$ cat config.mk
export PLATFORM = sky130hd
export DESIGN_NAME = fifo_rd_formatter
export DESIGN_NICKNAME = d
export VERILOG_FILES = /design/src/rtl/fifo_rd_formatter.sv
export SDC_FILE = /design/constraint.sdc
export NUM_CORES = 1
export LEC_CHECK = 0
export ABC_CLOCK_PERIOD_IN_PS = 5100
export CORE_UTILIZATION = 38
export DETAILED_ROUTE_END_ITERATION = 12
export PLACE_DENSITY = 0.95
export SYNTH_ARGS = -nofsm -noshare
export SYNTH_HDL_FRONTEND = slang
export SYNTH_SLANG_ARGS = --single-unit
$ cat constraint.sdc
create_clock -name clk -period 5.1 [get_ports clk]
set_input_delay 0.51 -clock clk [delete_from_list [all_inputs] [get_ports clk]]
set_output_delay 0.51 -clock clk [all_outputs]
set_load 0.01 [all_outputs]
$ cat src/rtl/fifo_rd_formatter.sv
// fifo_rd_formatter: downlink reader for one channel FIFO. Waits until a full
// packet is stored, requests the output arbiter and, once granted, drains the
// packet as a framed stream with start/end markers and channel sideband.
module fifo_rd_formatter #(
    parameter int FIFO_DEPTH    = 8,
    parameter int FIFO_WIDE     = 32,
    parameter int FIFO_PTR_WIDE = 3,
    parameter int CH_ID_WIDE    = 2,
    parameter int CH_ID         = 0
) (
    input  logic                     clk,
    input  logic                     rst,
    input  logic                     fmt_en,
    input  logic [FIFO_PTR_WIDE:0]   pkt_len,
    input  logic [FIFO_PTR_WIDE:0]   fifo_slack,
    input  logic                     fifo_empty,
    input  logic [FIFO_WIDE-1:0]     fifo_data,
    output logic                     fifo_rd_en,
    output logic                     fmt_req,
    input  logic                     fmt_grant,
    output logic                     fmt_valid,
    output logic [FIFO_WIDE-1:0]     fmt_data,
    output logic                     fmt_start,
    output logic                     fmt_end,
    output logic [CH_ID_WIDE-1:0]    fmt_chid,
    output logic [FIFO_PTR_WIDE:0]   fmt_length,
    output logic                     underflow_err
);

    localparam int            CW      = FIFO_PTR_WIDE + 1;
    localparam logic [CW-1:0] DEPTH_C = CW'(FIFO_DEPTH);
    localparam logic [CW-1:0] ONE_C   = CW'(1);

    typedef enum logic [1:0] {IDLE, REQ, SEND, FLUSH} state_t;

    state_t        state, state_nxt;
    logic [CW-1:0] occ;
    logic [CW-1:0] eff_len;
    logic [CW-1:0] len_q;
    logic [CW-1:0] rd_cnt;
    logic [CW-1:0] out_idx;
    logic          start_pkt;
    logic          rd_fire;
    logic          last_rd;

    assign occ = DEPTH_C - fifo_slack;

    // Effective packet length: 0 means one word, oversize clamps to the FIFO depth
    always_comb begin
        eff_len = pkt_len;
        if (pkt_len == '0) begin
            eff_len = ONE_C;
        end else if (pkt_len > DEPTH_C) begin
            eff_len = DEPTH_C;
        end
    end

    assign start_pkt = (state == IDLE) && fmt_en && (occ >= eff_len);
    assign rd_fire   = (state == SEND) && !fifo_empty;
    assign last_rd   = rd_fire && (rd_cnt == len_q - ONE_C);

    // State register
    always_ff @(posedge clk or posedge rst) begin
        if (rst) begin
            state <= IDLE;
        end else begin
            state <= state_nxt;
        end
    end

    // Next-state logic; an empty FIFO in SEND only stalls, it never aborts
    always_comb begin
        state_nxt = state;
        case (state)
            IDLE:    if (start_pkt) state_nxt = REQ;
            REQ:     if (fmt_grant) state_nxt = SEND;
            SEND:    if (last_rd)   state_nxt = FLUSH;
            FLUSH:   state_nxt = IDLE;
            default: state_nxt = IDLE;
        endcase
    end

    // State-decoded outputs
    always_comb begin
        fmt_req    = 1'b0;
        fifo_rd_en = 1'b0;
        case (state)
            REQ:     fmt_req    = 1'b1;
            SEND:    fifo_rd_en = !fifo_empty;
            default: ;
        endcase
    end

    // Length latch, read counter, presented-word index, valid and sticky underflow
    always_ff @(posedge clk or posedge rst) begin
        if (rst) begin
            len_q         <= '0;
            rd_cnt        <= '0;
            out_idx       <= '0;
            fmt_valid     <= 1'b0;
            underflow_err <= 1'b0;
        end else begin
            fmt_valid <= rd_fire;
            if (start_pkt) begin
                len_q  <= eff_len;
                rd_cnt <= '0;
            end
            if (rd_fire) begin
                out_idx <= rd_cnt;
                rd_cnt  <= rd_cnt + ONE_C;
            end
            if ((state == SEND) && fifo_empty) begin
                underflow_err <= 1'b1;
            end
        end
    end

    assign fmt_start  = fmt_valid && (out_idx == '0);
    assign fmt_end    = fmt_valid && (out_idx == len_q - ONE_C);
    assign fmt_length = len_q;
    assign fmt_chid   = CH_ID_WIDE'(CH_ID);
    assign fmt_data   = fifo_data;

endmodule

==> flow_metrics.tcl, run 1 <==
set metrics [dict create \
    status "finished, final reports clean" \
    synth-seq-cells 16 \
    yosysMostFrequentCell "buf_4" \
    synth_ff_type "dfrtp_1" \
    peakVddDrop_uv 280 \
    ys_top_cells_by_count "buf_4 (34), nand2_1 (20), dfrtp_1 (16)" \
    drive_gt1_frac 0.0677 \
    synth_area_um2 1280 \
    crit_type "flop to output pin" \
    diodes 0 \
    total_power_uw 704 \
    place.port_buffers 22 \
    io_pins 89 \
    power.switching_uw 276 \
    drt-pass1-iter-count 4 \
    seq_power_share 0.349 \
    path_clk_slew_ps 100 \
    slew_viol_final 0 \
    gp_congestion 0.794 \
    row_count 20 \
    hold_violations 0 \
    cp_max_fo 6 \
    cts_buffers 3 \
    start_util 0.408 \
    cts-resized-gates 0 \
    cts_sinks 16 \
    netlist.area_leader.share 0.314 \
    cp_data_arrival_time_ps 2300 \
    ys_types 33 \
    tns_ps 0 \
    fill_cells 317 \
    fin_crit_sh 0.552 \
    die_area_um2 3590 \
    setup_viol 0 \
    antenna_found_initial 0 \
    ys_warn_count 0 \
    dp_hpwl_mm 1.67 \
    finalCriticalPeriod_ps 2810 \
    routedWlPerCell_um 11.9 \
    endpoint_kind "output pin" \
    yosysTopAreaCell "dfrtp_1" \
    leakage_nw 0.600 \
    die_x_um 60.0 \
    async_reset_ff_frac 1.00 \
    worstMarginPinSlew_ps 607 \
    clkPwrFrac 0.125 \
    sw_frac_of_total 0.392 \
    clkLatencyLatePin_ps 300 \
    die_h_um 60.0 \
    synth_edf_count 0 \
    cts_hold_buf 0 \
    overflow 0 \
    num_vias 820 \
    max_freq_mhz 355 \
    fin_worst_skew_ps 7.25 \
    area_delta_synth_final_pct 4.41 \
    powerDensity_nw_per_um2 528 \
    hp-class "flop to flop" \
    drcViolationCount 0 \
    viasPerCell 4.63 \
    rsz0062_at_grt "false" \
    relSlewSlack 0.595 \
    r2r_cells 7 \
    grt_max_degree 17 \
    synth.area.top_cells "dfrtp_1 (31%), buf_4 (20%), ha_1 (9.8%), nand2_1 (5.9%), xnor2_1 (5.5%)" \
    maxCapViolCount 0 \
    drt_iter0_drc 15 \
    startpoint_type "flop" \
    first_global_vias 808 \
    ant_nets 0 \
    wl_mm 2.11 \
    hold-path-cell-count 1 \
    synthCells 141 \
    final_nets 189 \
    grt_util_all_layers 0.138 \
    worstPathRequired_ps 4590 \
    core_um2 3130 \
    clockRootBuffer "clkbuf_4" \
    clockBufferDepth 2 \
    p_comb_frac 0.526 \
    intPower_uw 428 \
    h-tree-depth 1 \
    avgSynthCellArea_um2 9.05 \
    ys_seq_area_frac 0.314 \
    cts_tree "done" \
    cts_setup_buffers 0 \
    grt_pass1_wl_mm 3.61 \
]
-- layout make-up --
cell class | instances | area, µm² | area share
Clock buffer | 4 | 36.3 | 0.0272
Tap cell | 44 | 55.1 | 0.0413
Multi-Input combinational cell | 82 | 587 | 0.440
Sequential cell | 16 | 400 | 0.300
Timing Repair Buffer | 22 | 220 | 0.165
Inverter | 9 | 33.8 | 0.0254
-- final timing paths --
path	slack [ps]	to	from
max	2290	fmt_end	fmt_length[0]$_DFFE_PP0P_
max reg2reg	3060	state[1]$_DFFE_PP0P_	state[0]$_DFFE_PP0P_
min	480	underflow_err$_DFFE_PP0P_	underflow_err$_DFFE_PP0P_
min in group asynchronous	570	out_idx[2]$_DFFE_PP0P_	rst
max in group asynchronous	4140	rd_cnt[2]$_DFFE_PP0P_	rst
min reg2reg	480	underflow_err$_DFFE_PP0P_	underflow_err$_DFFE_PP0P_
-- per-stage QoR --
step / cell area, µm² / utilization / std cells / hold WS [ps] / setup WS, ps
floorplan: 1280 / - / 142 / 424 / 2910
global placement: 1300 / 0.414 / 173 / 447 / 2320
detailed placement: 1300 / 0.414 / 173 / 459 / 2270
CTS: 1330 / 0.426 / 177 / 491 / 2240
global route: 1330 / 0.426 / 177 / 514 / 2110
finish: 1330 / 0.426 / 177 / 482 / 2290
-- cell families after synthesis --
| kind of cell | Yosys count | share of synthesized area |
|---|---|---|
| buf+inv | 44 | 0.229 |
| simple gates | 37 | 0.136 |
| compound gates | 16 | 0.0843 |
| flops | 16 | 0.314 |
| xor+xnor | 12 | 0.0931 |
| fa+ha+maj | 10 | 0.0980 |
| mux | 5 | 0.0422 |
| other cells | 1 | 0.00294 |
-- power by group through the flow --
stage,logic [mW],clock network [mW],registers (mW)
2_1_floorplan,0.290,0,0.241
3_3_place_gp,0.361,0,0.244
3_5_place_dp,0.373,0,0.249
4_1_cts,0.375,0.0892,0.246
5_1_grt,0.416,0.0936,0.256
6_report,0.370,0.0881,0.245
-- routing by layer --
metal | routed length (µm) | track usage | vias up
met2 | 940 | 0.216 | 29
met5 | 0 | 0 | -
li1 | - | - | 410
met1 | 1010 | 0.177 | 379
met3 | 136 | 0.0519 | 2
met4 | 13 | 0.0365 | 0
-- worst max-delay path, stage by stage, from the launching register on --
cell	delay, ps
dfrtp_1	500
inv_1	80
ha_1	210
xor2_1	250
xnor2_1	160
o2111ai_1	120
a21oi_1	130
clkdlybuf4s50_1	550
-- registers in the layout (all words and copies together) (netlist names) --
signal / cells
out_idx: 4
state: 2
fmt_length: 4
fmt_valid: 1
rd_cnt: 4
underflow_err: 1
-- placed cells by master, fill, tap and decap left out, types with 2 or more instances in the layout --
master           netlist  final
inv_1                  9      9
a21oi_1                5      5
conb_1                 1      2
xnor2_1                8      8
nor2_1                 5      5
clkdlybuf4s50_1        0     22
dfrtp_1               16     16
mux2_1                 2      2
nand2_1               20     20
nand3_1                3      3
xor2_1                 3      3
ha_1                  10     10
o21ai_0                3      3
clkbuf_4               0      3
mux2i_1                2      2
nor2b_1                2      2
(Power assumes the default switching activity.)
==> inputs of run 2 (changes only) <==
- ABC_CLOCK_PERIOD_IN_PS: 5100 -> 2700
- CORE_UTILIZATION: 38 -> 35
- PLACE_DENSITY: 0.95 -> 0.9
- clock period: 5.1 -> 2.7 ns (I/O delays scaled with it)
==> run 2 against run 1 <==
Non-clock buffer count up 1. Clock skew shrank 5.2 ps. Critical path depth is the same. Sequential power up 88%. Utilization decreased by 3.3 points. Clock power grew 85%. Combinational power increased by 92%. First-iteration DRC count grew 87%. Sequential share of layout area fell by 0.16 points. Die area up 8.3%. Critical path type unchanged. Largest cell class unchanged.
==> flow_metrics.tcl, run 2 (synthesized netlist as in run 1, its figures left out) <==
set metrics [dict create \
    status "finished, final reports clean" \
    r2r_slack_ps 650 \
    first_global_vias 824 \
    reg2reg_to "state[1]$_DFFE_PP0P_" \
    diodes 0 \
    grt_pass1_wl_mm 3.62 \
    tns_ps 0 \
    io_pins 89 \
    rsz0062_at_grt "false" \
    leakage_nw 0.604 \
    grtUsageMet1 0.158 \
    cp_max_fo 6 \
    antenna_found_initial 0 \
    num_vias 798 \
    most-common-layout-cells "clkdlybuf4s50_1 (22), nand2_1 (20), dfrtp_1 (15)" \
    peakVddDrop_uv 472 \
    relSlewSlack 0.587 \
    fin_worst_skew_ps 2.05 \
    cts_buffers 3 \
    endpoint_kind "output pin" \
    die_x_um 62.4 \
    finalCriticalPeriod_ps 2510 \
    start_util 0.374 \
    instances_no_fill 180 \
    routedWlPerCell_um 11.4 \
    cts_tree "done" \
    fin_crit_sh 0.931 \
    area_delta_synth_final_pct 5.29 \
    total_power_mw 1.33 \
    setup_viol 0 \
    max_freq_mhz 398 \
    startpoint "fmt_length[0]$_DFFE_PP0P_" \
    place.port_buffers 22 \
    viasPerCell 4.43 \
    dp_hpwl_mm 1.61 \
    cts_sinks 16 \
    grt_use_met2 0.176 \
    row_count 21 \
    wl_mm 2.06 \
    r2r_start "state[0]$_DFFE_PP0P_" \
    endpoint "fmt_end" \
    clockBufferDepth 2 \
    grt_util_met3 0.0474 \
    final_nets 190 \
    maxCapViolCount 0 \
    grt.busiest_layer "met2" \
    cts-resized-gates 0 \
    whs_ps 340 \
    worstMarginPinSlew_ps 619 \
    clockRootBuffer "clkbuf_4" \
    crit_type "flop to output pin" \
    drt-pass1-iter-count 4 \
    hold_violations 0 \
    cts_setup_buffers 0 \
    r2r_cells 7 \
    final_common_cell "clkdlybuf4s50_1" \
    drive_gt1_frac 0.0821 \
    core_um2 3420 \
    grt_util_all_layers 0.120 \
    ant_nets 0 \
    gp_congestion 0.789 \
    clkLatencyLatePin_ps 290 \
    worstPathRequired_ps 2430 \
    h-tree-depth 1 \
    fill_cells 356 \
    grt_max_degree 17 \
    cts_hold_buf 0 \
    overflow 0 \
    cp_data_arrival_time_ps 2240 \
    powerDensity_nw_per_um2 991 \
    die_area_um2 3890 \
    hp-class "primary input to asynchronous set/reset pin" \
    drcViolationCount 0 \
    path_clk_slew_ps 100 \
    startpoint_type "flop" \
    slew_viol_final 0 \
    drt_iter0_drc 28 \
    dp.cells 176 \
    die_h_um 62.4 \
]
run 2: cell types whose count changed in the layout (fill, tap and decap cells not counted):
cell	change
buf_4	+1
dfrtp_2	+1
dfrtp_1	-1
run 2: layout make-up:
type                       count  area (µm²)  area share
tap                           46        57.6      0.0428
multi-input combinational     82         587       0.437
inverter                       9        33.8      0.0251
sequential                    16         402       0.299
clock buffer                   4        36.3      0.0270
timing repair buffer          23         228       0.169
run 2: worst min path at each step:
stage / end / slack, ps / depth (start not counted)
after global placement: underflow_err$_DFFE_PP0P_ / 440 / 1
final: out_idx[2]$_DFFE_PP0P_ / 340 / 2
after CTS: out_idx[2]$_DFFE_PP0P_ / 360 / 2
after detailed placement: underflow_err$_DFFE_PP0P_ / 460 / 1
after global routing: underflow_err$_DFFE_PP0P_ / 410 / 2
after floorplan: fmt_length[0]$_DFFE_PP0P_ / 180 / 1
run 2: worst max-delay path: stages, from the launching register on:
cell	delay, ps
dfrtp_2	470
inv_1	70
ha_1	160
xor2_1	290
xnor2_1	170
o2111ai_1	120
a21oi_1	130
clkdlybuf4s50_1	540
run 2: where the power goes:
| group | switching [mW] | internal (mW) | total (mW) | leakage, nW |
|---|---|---|---|---|
| sequential | 0.119 | 0.341 | 0.460 | 0.200 |
| combinational | 0.320 | 0.389 | 0.709 | 0.383 |
| clock | 0.0809 | 0.0822 | 0.163 | 0.0210 |
| total | 0.520 | 0.812 | 1.33 | 0.604 |
run 2: per-stage QoR:
step | utilization | area, µm² | worst slack [ps]
after detailed placement | 0.382 | 1310 | 217
after global placement | 0.382 | 1310 | 270
after CTS | 0.393 | 1340 | 104
after floorplan | - | 1280 | 752
after global routing | 0.393 | 1340 | 53.6
final | 0.393 | 1340 | 187
run 2: layer usage:
layer  vias up  part of all wire
met5         -                 0
met1       356              0.49
li1        410                 -
met4         0             0.016
met2        25              0.43
met3         7             0.062
